**config.mk**
```make
export PLATFORM = sky130hd
export DESIGN_NAME = mem_arbiter
export DESIGN_NICKNAME = d
export VERILOG_FILES = /design/src/rtl/cpu_types_pkg.sv /design/src/rtl/rr_picker.sv /design/src/rtl/mem_arbiter.sv
export SDC_FILE = /design/constraint.sdc
export NUM_CORES = 1
export LEC_CHECK = 0
export ABC_AREA = 0
export CORE_MARGIN = 10
export CORE_UTILIZATION = 44
export CTS_BUF_LIST = sky130_fd_sc_hd__clkbuf_8
export DETAILED_ROUTE_END_ITERATION = 12
export PLACE_DENSITY = 0.83
export SYNTH_ARGS = -nofsm -noshare
export SYNTH_HDL_FRONTEND = slang
export SYNTH_SLANG_ARGS = --single-unit
```
**constraint.sdc**
```tcl
create_clock -name CLK -period 4.96 [get_ports CLK]
set_input_delay 0.496 -clock CLK [delete_from_list [all_inputs] [get_ports CLK]]
set_output_delay 0.496 -clock CLK [all_outputs]
set_load 0.02 [all_outputs]
```
**src/rtl/cpu_types_pkg.sv**
```systemverilog
// Types shared between the memory arbiter and its neighbours: RAM handshake
// states, arbiter FSM states and the machine word.
package cpu_types_pkg;

  localparam int WORD_W = 32;

  typedef logic [WORD_W-1:0] word_t;

  typedef enum logic [1:0] {
    RAM_FREE   = 2'd0,
    RAM_BUSY   = 2'd1,
    RAM_ACCESS = 2'd2,
    RAM_ERROR  = 2'd3
  } ramstate_t;

  typedef enum logic [1:0] {
    ARB_IDLE   = 2'd0,
    ARB_ACCESS = 2'd1,
    ARB_SCFAIL = 2'd2
  } arb_state_t;

endpackage

```
**src/rtl/rr_picker.sv**
```systemverilog
// Round-robin requester picker: scans cores from rr_ptr upward, wrapping,
// and within a core prefers the D requester (odd index) over I (even index).
module rr_picker #(
  parameter int N_CORES = 2,
  parameter int PW      = 1,
  parameter int GW      = 2
) (
  input  logic [2*N_CORES-1:0] active,
  input  logic [PW-1:0]        rr_ptr,
  output logic [GW-1:0]        grant,
  output logic                 valid
);

  always_comb begin
    grant = '0;
    valid = 1'b0;
    // First pass covers rr_ptr..N_CORES-1, second pass wraps to 0..rr_ptr-1.
    for (int j = 0; j < N_CORES; j++) begin
      if (!valid && j >= int'(rr_ptr) && (active[2*j+1] || active[2*j])) begin
        valid = 1'b1;
        grant = active[2*j+1] ? GW'(2*j+1) : GW'(2*j);
      end
    end
    for (int j = 0; j < N_CORES; j++) begin
      if (!valid && j < int'(rr_ptr) && (active[2*j+1] || active[2*j])) begin
        valid = 1'b1;
        grant = active[2*j+1] ? GW'(2*j+1) : GW'(2*j);
      end
    end
  end

endmodule

```
**src/rtl/mem_arbiter.sv**
```systemverilog
// Shares one RAM port among the I and D requesters of N_CORES cores and
// keeps one LL/SC reservation per core.
module mem_arbiter
  import cpu_types_pkg::*;
#(
  parameter int N_CORES = 2,
  parameter int ADDR_W  = 32,
  parameter int DATA_W  = 32
) (
  input  logic                      CLK,
  input  logic                      RST,
  input  logic [2*N_CORES-1:0]      req_ren,
  input  logic [2*N_CORES-1:0]      req_wen,
  input  logic [2*N_CORES*ADDR_W-1:0] req_addr,
  input  logic [2*N_CORES*DATA_W-1:0] req_store,
  input  logic [N_CORES-1:0]        d_ll,
  input  logic [N_CORES-1:0]        d_sc,
  output logic [2*N_CORES-1:0]      req_ack,
  output logic                      req_err,
  output logic [DATA_W-1:0]         rdata,
  output logic                      ramREN,
  output logic                      ramWEN,
  output logic [ADDR_W-1:0]         ramaddr,
  output logic [DATA_W-1:0]         ramstore,
  input  logic [DATA_W-1:0]         ramload,
  input  logic [1:0]                ramstate
);

  localparam int NR = 2 * N_CORES;
  localparam int PW = (N_CORES > 1) ? $clog2(N_CORES) : 1;
  localparam int GW = $clog2(NR);
  localparam logic [NR-1:0] D_MASK = {N_CORES{2'b10}};

  arb_state_t          state;
  logic [GW-1:0]       g_idx;
  logic [ADDR_W-1:0]   lat_addr;
  logic [DATA_W-1:0]   lat_store;
  logic                lat_wr, lat_ll, lat_sc;
  logic [PW-1:0]       rr_ptr;
  logic [N_CORES-1:0]  link_valid;
  logic [ADDR_W-1:0]   link_addr [N_CORES];

  logic [NR-1:0]       active;
  logic [GW-1:0]       pick_idx;
  logic                pick_valid;
  logic [PW-1:0]       pick_core, g_core;
  logic [ADDR_W-1:0]   pick_addr;
  logic                pick_wr, pick_ll, pick_sc, sc_ok;
  ramstate_t           rs;

  // I-side write strobes are ignored; a D request with both strobes is a write.
  assign active = req_ren | (req_wen & D_MASK);

  rr_picker #(.N_CORES(N_CORES), .PW(PW), .GW(GW)) u_picker (
    .active (active),
    .rr_ptr (rr_ptr),
    .grant  (pick_idx),
    .valid  (pick_valid)
  );

  assign pick_core = PW'(pick_idx >> 1);
  assign g_core    = PW'(g_idx >> 1);
  assign pick_addr = req_addr[pick_idx*ADDR_W +: ADDR_W];
  assign pick_wr   = pick_idx[0] & req_wen[pick_idx];
  assign pick_ll   = pick_idx[0] & ~pick_wr & d_ll[pick_core];
  assign pick_sc   = pick_idx[0] & pick_wr & d_sc[pick_core];
  assign sc_ok     = link_valid[pick_core] && (link_addr[pick_core] == pick_addr);
  assign rs        = ramstate_t'(ramstate);

  always_ff @(posedge CLK or posedge RST) begin
    if (RST) begin
      state      <= ARB_IDLE;
      g_idx      <= '0;
      lat_addr   <= '0;
      lat_store  <= '0;
      lat_wr     <= 1'b0;
      lat_ll     <= 1'b0;
      lat_sc     <= 1'b0;
      rr_ptr     <= '0;
      link_valid <= '0;
      for (int c = 0; c < N_CORES; c++) link_addr[c] <= '0;
    end else begin
      case (state)
        ARB_IDLE: begin
          if (pick_valid) begin
            g_idx     <= pick_idx;
            lat_addr  <= pick_addr;
            lat_store <= req_store[pick_idx*DATA_W +: DATA_W];
            lat_wr    <= pick_wr;
            lat_ll    <= pick_ll;
            lat_sc    <= pick_sc;
            rr_ptr    <= (int'(pick_core) == N_CORES - 1) ? '0 : pick_core + 1'b1;
            state     <= (pick_sc && !sc_ok) ? ARB_SCFAIL : ARB_ACCESS;
          end
        end
        ARB_ACCESS: begin
          if (rs == RAM_ACCESS) begin
            state <= ARB_IDLE;
            if (lat_ll) begin
              link_valid[g_core] <= 1'b1;
              link_addr[g_core]  <= lat_addr;
            end
            // A completed write kills every reservation on that address, own SC included.
            if (lat_wr) begin
              for (int c = 0; c < N_CORES; c++)
                if (link_addr[c] == lat_addr) link_valid[c] <= 1'b0;
            end
            if (lat_sc) link_valid[g_core] <= 1'b0;
          end else if (rs == RAM_ERROR) begin
            state <= ARB_IDLE;
          end
        end
        ARB_SCFAIL: begin
          link_valid[g_core] <= 1'b0;
          state              <= ARB_IDLE;
        end
        default: state <= ARB_IDLE;
      endcase
    end
  end

  logic in_acc, done_ok, done_err, done_any;

  assign in_acc   = (state == ARB_ACCESS);
  assign done_ok  = in_acc && (rs == RAM_ACCESS);
  assign done_err = in_acc && (rs == RAM_ERROR);
  assign done_any = done_ok || done_err || (state == ARB_SCFAIL);

  assign ramREN   = in_acc & ~lat_wr;
  assign ramWEN   = in_acc & lat_wr;
  assign ramaddr  = in_acc ? lat_addr : '0;
  assign ramstore = (in_acc && lat_wr) ? lat_store : '0;
  assign req_err  = done_err;

  always_comb begin
    req_ack = '0;
    if (done_any) req_ack[g_idx] = 1'b1;
  end

  always_comb begin
    rdata = '0;
    if (done_ok && !lat_wr)     rdata = ramload;
    else if (done_ok && lat_sc) rdata = DATA_W'(1);
  end

endmodule

```
==> results of run 1 <==
stage by stage:
step                area, sq um  total power [mW]  util (%)  setup WS [ps]  hold WS (ps)
floorplan                  9360              4.56         -            768           454
global placement          13600              6.07      65.1            636           465
detailed placement        13600              6.18      65.1            521           475
CTS                       14000              7.11      66.9            980           495
global route              14000              7.57      66.9            725           513
finish                    14000              7.14      66.9            937           490
layer usage:
layer,share of wire (%),GRT usage (%)
met3,7.5,6.46
met2,51,45.5
met5,0.060,0
met4,1.3,5.55
met1,40,33.4
cells in the mapped netlist (2+ instances only):
master | n | area, sq um
a2111oi_0 | 2 | 17.5
a211oi_1 | 4 | 30.0
a21oi_1 | 77 | 385
a221o_1 | 3 | 30.0
a221oi_1 | 4 | 35.0
a222oi_1 | 2 | 20.0
a22o_1 | 2 | 17.5
a31o_2 | 7 | 61.3
a31oi_1 | 4 | 25.0
and2_1 | 70 | 438
and3_1 | 34 | 213
buf_1 | 5 | 18.8
buf_2 | 6 | 30.0
buf_6 | 5 | 56.3
clkbuf_1 | 50 | 188
dfrtp_1 | 138 | 3450
inv_1 | 18 | 67.6
mux2_2 | 65 | 732
mux2i_1 | 91 | 911
mux2i_2 | 2 | 27.5
nand2_1 | 179 | 672
nand2b_1 | 2 | 12.5
nand3_1 | 25 | 125
nand4_1 | 13 | 81.3
nor2_1 | 25 | 93.8
nor2b_1 | 2 | 12.5
nor3_1 | 9 | 45.0
nor4_1 | 11 | 68.8
o2111ai_1 | 2 | 17.5
o211ai_1 | 5 | 37.5
o21ai_0 | 54 | 270
o221ai_1 | 6 | 52.6
o22ai_1 | 5 | 31.3
xnor2_1 | 49 | 429
xor2_1 | 52 | 455
critical path, stage by stage:
cell and delay (ps):
clkdlybuf4s50_1 600, a2bb2oi_1 420, o21a_4 850, buf_4 400
mux2i_1 360, xor2_1 180, nand4_1 110, o21ai_0 360
a41oi_1 300, and2_1 240
power groups by stage:
stage	clock network (mW)	registers (mW)	logic, mW
final	0.915	2.32	3.90
after global routing	0.981	2.40	4.19
after CTS	0.925	2.30	3.89
after detailed placement	0	2.32	3.87
after global placement	0	2.28	3.79
after floorplan	0	2.11	2.45
kinds of logic (layout without fill, tap and decap cells):
group	count (synthesis)	in the layout	share of synthesized area [%]
AOI/OAI and AO/OA	188	188	12.2
xor gates and xnor gates	101	101	9.46
buffers and inverters	85	470	4.01
DFF	138	138	36.9
muxes	160	160	18.3
other	0	3	0
and+or+nand+nor	373	373	19.1
area by class of cell:
type	count	area [sq um]	share of cell area, %
diodes	3	7.51	0.0535
flip-flops and latches	138	3450	24.6
inverters	18	72.6	0.517
well taps	275	344	2.45
clock buffers	17	234	1.67
clock inverters	14	149	1.06
repair buffers	421	4170	29.7
multi-input cells	822	5590	39.9
sequential cells by signal, indices dropped and copies added (netlist names):
signal      flops
link_addr      64
lat_addr       32
lat_store      32
g_idx           2
link_valid      2
state           2
lat_ll          1
lat_sc          1
lat_wr          1
rr_ptr          1
worst paths after layout:
check | from | slack (ps) | endpoint
max in group asynchronous | RST | 3270 | lat_store[7]
worst min-delay path | lat_store[11] | 490 | lat_store[11]
worst max register to register | rr_ptr | 1170 | state[1]
worst min register to register | lat_store[11] | 490 | lat_store[11]
worst max-delay path | req_wen[1] | 940 | state[1]
min in group asynchronous | RST | 610 | lat_store[12]
==> out/metrics.cfg, run 1 <==
[worst_setup_path]
timing.critical_path.fanout_max = 54
crit_required_ps = 5290
worstSetupEndpointType = flop
timing_worst_setup_path_type = in2reg
crit_arrival_ps = 4360
critPathLaunchType = input pin
worst-r2r-cell-count = 9

[grt]
antenna_found_initial = 5
grtUsageTotal_pct = 26.7
first_pass_grt_wire_length_mm = 58.3
gr-total-overflow = 0
first_global_vias = 9314
maximum_number_of_pins_on_one_net_before_global_route_repair = 110

[die]
die_area_sq_mm = 0.0275
initial_core_util_pct = 44.6
top_level_ports = 407
row_count = 53
chipHeight_um = 166
core_area_sq_mm = 0.0210
die_width_um = 166

[worst_hold_path]
worst_hold_path_type = reg2reg
hold_depth = 2

[route]
wire_per_inst_um = 22.6
wirelength_mm = 38.6
vias_per_cell = 5.52
vias = 9432
firstDrtPassIters = 7
final_antenna_net_count = 0
post-route-drc-count = 0
drt_iter0_drc = 783

[synthesis]
synth.ff_latch_count = 138
synthesis.instances = 1045
synth_area_sq_mm = 0.00936
synth_ff_type = dfrtp_1
synth_warnings = 0
postSynthAreaPerCell_sq_um = 8.95
synth_edf_count = 0
ys_async_sr_fraction_pct = 100
yosysSeqAreaShare_pct = 36.9
net_count_after_synthesis = 1349
yosysUniqueCellTypes = 52

[power]
p_leak_nw = 6.24
share_seq_of_total_power_pct = 32.5
switch_share_pct = 45.6
clockPowerShare_pct = 12.8
vdd.ir_drop.worst_uv = 261
comb_power_share_pct = 54.6
internal-power_mw = 3.88
pwr_density_mw_per_mm2 = 509
net_switching_component_of_the_power_mw = 3.25

[clock_network]
clk_root_buffer_cell = clkbuf_8
post-cts-setup-buffers = 0
total_cts_buffers = 17
numClockSinks = 138
ctsHtreeMaxLevel = 4
cts_tree = built
worst_skew_pair.late_latency_ps = 460
hold_buffers = 0
max-clock-path-buffers = 2
postCtsResizedCells = 0
path_clk_slew_ps = 80

[timing]
layout_min_cycle_time_ps = 4020
timing.final.max_slew_violations = 0
final.period_utilization_pct = 81.1
tightestPinTransition_ps = 1260
setup_viol = 0
final_total_negative_setup_slack_ps = 0
rsz_0062_raised_after_global_routing = false
maxSlewHeadroom_pct = 15.4
fin_skew_ps = 20.3
hold_viol_final = 0
max_clock_freq_mhz = 249

[placement]
dpl_wire_length_mm = 29.7
gp_congestion = 0.939
post-place-cells = 1674
io_buffers = 404

[finish]
areaGrowthSynthToFinish_pct = 49.9
fillerInstances = 1727
commonest_non_fill_non_tap_cell_in_the_layout = clkdlybuf4s50_1
mostFrequentLayoutCells = clkdlybuf4s50_1, nand2_1, dfrtp_1
layout-drive-gt1-share_pct = 9.65
nNetsFinal = 1722
layoutNonFillerInstCount = 1708

[run]
max_cap_viol_count = 0

[status]
run_status = finished, final reports clean

(Power assumes the default switching activity.)
==> inputs of run 2 (changes only) <==
==> constraint.sdc (replaced) <==
create_clock -name CLK -period 3.9 [get_ports CLK]
set_input_delay 0.39 -clock CLK [delete_from_list [all_inputs] [get_ports CLK]]
set_output_delay 0.39 -clock CLK [all_outputs]
set_load 0.02 [all_outputs]
==> out/metrics.cfg, run 2 (synthesized netlist as in run 1, its figures left out) <==
[route]
drt_iter0_drc = 920
highest_layer = met5
firstDrtPassIters = 6
detail_route_met3_wl_mm = 2.86
final_antenna_net_count = 0
wire_per_inst_um = 22.9
wirelength_mm = 39.4
vias_per_cell = 5.58
post-route-drc-count = 0
drt-met1-wl_mm = 15.9
wl_met2_mm = 19.9
vias = 9587

[power]
p_total_mw = 9.28
vdd.ir_drop.worst_uv = 382
p_leak_nw = 6.34
pwr_density_mw_per_mm2 = 654

[clock_network]
worst_skew_pair.late_latency_ps = 460
ctsHtreeMaxLevel = 4
numClockSinks = 138
path_clk_slew_ps = 100
post-cts-setup-buffers = 0
postCtsResizedCells = 0
clk_root_buffer_cell = clkbuf_8
max-clock-path-buffers = 2
hold_buffers = 0
total_cts_buffers = 17
cts_tree = built

[placement]
gp_congestion = 0.958
dpl_cell_area_sq_mm = 0.0138
post-place-cells = 1686
place_worst_setup_slack_ps = 77.2
io_buffers = 404
dpl_wire_length_mm = 30.6

[grt]
first_global_vias = 9413
first_pass_grt_wire_length_mm = 59.1
grtUsageTotal_pct = 27.2
maximum_number_of_pins_on_one_net_before_global_route_repair = 75
gr-total-overflow = 0
antenna_found_initial = 2

[timing]
postLayoutSetupSlackWorst_ps = 556
setup_viol = 0
final_total_negative_setup_slack_ps = 0
maxSlewHeadroom_pct = 18.1
final.period_utilization_pct = 85.7
rsz_0062_raised_after_global_routing = false
timing.final.max_slew_violations = 0
hold_viol_final = 0
layout_min_cycle_time_ps = 3340
fin_skew_ps = 15.8
whs_ps = 492
tightestPinTransition_ps = 1230
max_clock_freq_mhz = 299

[worst_setup_path]
reg2reg_slack_ps = 610
critPathLaunchType = input pin
crit_arrival_ps = 3740
crit_required_ps = 4290
worstSetupEndpointType = flop
crit-reg2reg-launch = rr_ptr
worstReg2RegEnd = state[1]
timing_worst_setup_path_type = in2reg
worst-r2r-cell-count = 10
timing.critical_path.fanout_max = 19
setup.worst_path.start = req_wen[1]

[run]
max_cap_viol_count = 0

[finish]
mostFrequentLayoutCells = clkdlybuf4s50_1, nand2_1, dfrtp_1
postLayoutCoreUtil_pct = 67.7
largest_register_ff_count = 64
nNetsFinal = 1734
layout-drive-gt1-share_pct = 10.5
largest_register = link_addr
layoutNonFillerInstCount = 1719
layout.cell_area.non_filler_sq_mm = 0.0142
largest_registers = link_addr: 64 flops, lat_addr: 32 flops, lat_store: 32 flops
areaGrowthSynthToFinish_pct = 51.6
commonest_non_fill_non_tap_cell_in_the_layout = clkdlybuf4s50_1

[die]
core_area_sq_mm = 0.0210
initial_core_util_pct = 44.6
chipHeight_um = 166
die_width_um = 166
die_area_sq_mm = 0.0275
top_level_ports = 407
row_count = 53

[worst_hold_path]
worst_hold_path_type = in2async

[status]
run_status = finished, final reports clean

==> run 2: area by class of cell <==
cell class	instances	area, sq um
Inverter	18	71.3
Clock inverter	15	175
Sequential cell	138	3450
Antenna cell	1	2.50
Tap cell	275	344
Fill cell	1695	6770
Timing Repair Buffer	433	4310
Clock buffer	17	234
Multi-Input combinational cell	822	5590
==> run 2: how the worst max path moves through the flow <==
stage               end  slack, ps
3_3_place_gp   state[1]        180
5_1_grt        state[1]        310
4_1_cts        state[1]        580
2_1_floorplan  state[1]       1190
6_report       state[1]        560
3_5_place_dp   state[1]         80
==> run 2: where the power goes <==
group / switching (mW) / internal, mW / total, mW / leakage, nW
Clock: 0.660 / 0.595 / 1.26 / 0.210
Combinational: 2.69 / 2.33 / 5.02 / 4.37
Sequential: 0.905 / 2.10 / 3.01 / 1.76
Total: 4.26 / 5.03 / 9.28 / 6.34
==> run 2: critical path: stages <==
cell,delay (ps)
clkdlybuf4s50_1,560
a2bb2oi_1,400
o21a_4,440
buf_4,340
mux2i_1,430
xnor2_1,180
nor3_1,80
a31oi_1,290
nor4_1,80
a41oi_1,350
and2_1,190
==> run 2: per-layer routing <==
layer	track usage [%]	vias to the layer above
met5	0	-
met4	6.28	2
met3	5.70	48
met2	46.5	449
met1	34.2	4675
li1	-	4413
==> inputs of run 3 (changes only) <==
--- a/config.mk
+++ b/config.mk
@@ -6,11 +6,13 @@
 export NUM_CORES = 1
 export LEC_CHECK = 0
 export ABC_AREA = 0
-export CORE_MARGIN = 10
-export CORE_UTILIZATION = 44
+export CORE_AREA = 4 4 156 158
 export CTS_BUF_LIST = sky130_fd_sc_hd__clkbuf_8
 export DETAILED_ROUTE_END_ITERATION = 12
-export PLACE_DENSITY = 0.83
+export DIE_AREA = 0 0 160 162
+export GPL_TIMING_DRIVEN = 0
+export PLACE_DENSITY = 0.78
+export REMOVE_ABC_BUFFERS = 1
 export SYNTH_ARGS = -nofsm -noshare
 export SYNTH_HDL_FRONTEND = slang
 export SYNTH_SLANG_ARGS = --single-unit
==> out/metrics.cfg, run 3 (synthesized netlist as in run 1, its figures left out) <==
[worst_setup_path]
reg2reg_slack_ps = 170
setup.worst_path.start = req_wen[1]
worstReg2RegEnd = state[1]
path_cells = clkdlybuf4s50_1, a2bb2oi_4, o21a_4, buf_16, mux2i_2, o221ai_1, o22ai_1, o2111ai_1, nor4_1, a41oi_1, and2_1
timing.critical_path.fanout_max = 60
timing_worst_setup_path_type = in2reg
worst-r2r-cell-count = 10
worstSetupEndpointType = flop
critPathLaunchType = input pin
critical_path.slowest_cell = clkdlybuf4s50_1
crit_required_ps = 4230
crit_arrival_ps = 4100
timing.critical_path.slowest_cell_delay_ps = 650
crit-reg2reg-launch = rr_ptr

[placement]
gp_congestion = 0.881
dpl_cell_area_sq_mm = 0.0138
dpl_wire_length_mm = 26.5
io_buffers = 404

[finish]
layout-drive-gt1-share_pct = 10.1
nNetsFinal = 1722
mostFrequentLayoutCells = clkdlybuf4s50_1, nand2_1, dfrtp_1
largest_register_ff_count = 64
commonest_non_fill_non_tap_cell_in_the_layout = clkdlybuf4s50_1
largest_register = link_addr
antenna_cells = 0
layout.cell_area.non_filler_sq_mm = 0.0143
largest_registers = link_addr: 64 flops, lat_addr: 32 flops, lat_store: 32 flops
areaGrowthSynthToFinish_pct = 52.5

[route]
vias_per_cell = 5.46
wire_per_inst_um = 20.9
drt_iter0_drc = 623
final_antenna_net_count = 0
vias = 9396
post-route-drc-count = 0
firstDrtPassIters = 5
wirelength_mm = 35.9

[die]
top_level_ports = 407
core_area_sq_mm = 0.0231
initial_core_util_pct = 40.5
row_count = 56
die_width_um = 160
die_area_sq_mm = 0.0259
chipHeight_um = 162

[run]
max_cap_viol_count = 0

[grt]
gr-total-overflow = 0
maximum_number_of_pins_on_one_net_before_global_route_repair = 82
grtUsageTotal_pct = 26.0
antenna_found_initial = 0
first_global_vias = 9153
first_pass_grt_wire_length_mm = 52.9

[timing]
max_clock_freq_mhz = 266
final.period_utilization_pct = 96.6
maxSlewHeadroom_pct = 9.31
whs_ps = 453
rsz_0062_raised_after_global_routing = false
layout_min_cycle_time_ps = 3770
tightestPinTransition_ps = 1360
timing.final.max_slew_violations = 0
hold_viol_final = 0
fin_skew_ps = 16.5
setup_viol = 0

[clock_network]
max-clock-path-buffers = 2
post-cts-setup-buffers = 0
path_clk_slew_ps = 80
total_cts_buffers = 17
numClockSinks = 138
hold_buffers = 0
ctsHtreeMaxLevel = 4
worst_skew_pair.late_latency_ps = 450
clk_root_buffer_cell = clkbuf_8
cts_tree = built

[status]
run_status = finished, final reports clean

[power]
p_leak_nw = 6.31
p_total_mw = 9.19
vdd.ir_drop.worst_uv = 342
pwr_density_mw_per_mm2 = 644

[worst_hold_path]
worst_hold_path_type = in2async

## run 3: changes by cell type in the layout (fill, tap and decap cells not counted), sizes merged, moves of 2 or more
cell and change:
buf -16, clkinvlp +3, inv -3, clkbuf +2, o21a +2
## run 3: worst max path at each step
stage / endpoint / slack (ps) / depth (start not counted)
5_1_grt: state[1] / 10 / 10
2_1_floorplan: state[1] / -4370 / 9
4_1_cts: rdata[17] / 0.4 / 6
3_3_place_gp: state[1] / -8190 / 10
6_report: state[1] / 130 / 11
3_5_place_dp: state[1] / -590 / 11
## run 3: area by class of cell
class	count	area, sq um
fillers	2002	8850
multi-input cells	826	5670
repair buffers	417	4310
flip-flops and latches	138	3450
well taps	290	363
clock buffers	19	262
clock inverters	13	134
inverters	18	72.6
## run 3: metrics by stage
step | std cells | worst slack [ps] | util [%] | TNS, ps
detailed placement | 1685 | -593 | 59.7 | -1120
finish | 1721 | 134 | 61.7 | 0
global placement | 1672 | -8190 | 58.2 | -1096110
global route | 1721 | 10.5 | 61.7 | 0
floorplan | 978 | -4370 | - | -167610
CTS | 1718 | 0.379 | 61.5 | 0
## run 3: report_power, final
group	switching [mW]	internal [mW]	leakage [nW]
Sequential	0.893	2.11	1.76
Clock	0.636	0.555	0.186
Combinational	2.64	2.37	4.36
Total	4.17	5.03	6.31
## run 3: worst max-delay path: cells and delay by family
kind | cells | cell delay (ps)
and+or+nand+nor | 2 | 640
buffers and inverters | 2 | 980
AOI/OAI and AO/OA | 6 | 1670
muxes | 1 | 360
## run 3: what timing repair did
item | 4_1_cts | 5_1_grt
resized for setup | 1 | 4
gates cloned | 1 | 3
endpoints found under the setup margin | 2 | 20
pin swaps | 1 | 2
## run 3: metal layers
layer  vias to the layer above  track usage [%]  share of wire [%]
met4                         0             8.06                2.3
met3                        50             5.46                7.8
met5                         -                0                  0
li1                       4409                -                  -
met1                      4506             33.6                 41
met2                       431             44.0                 49
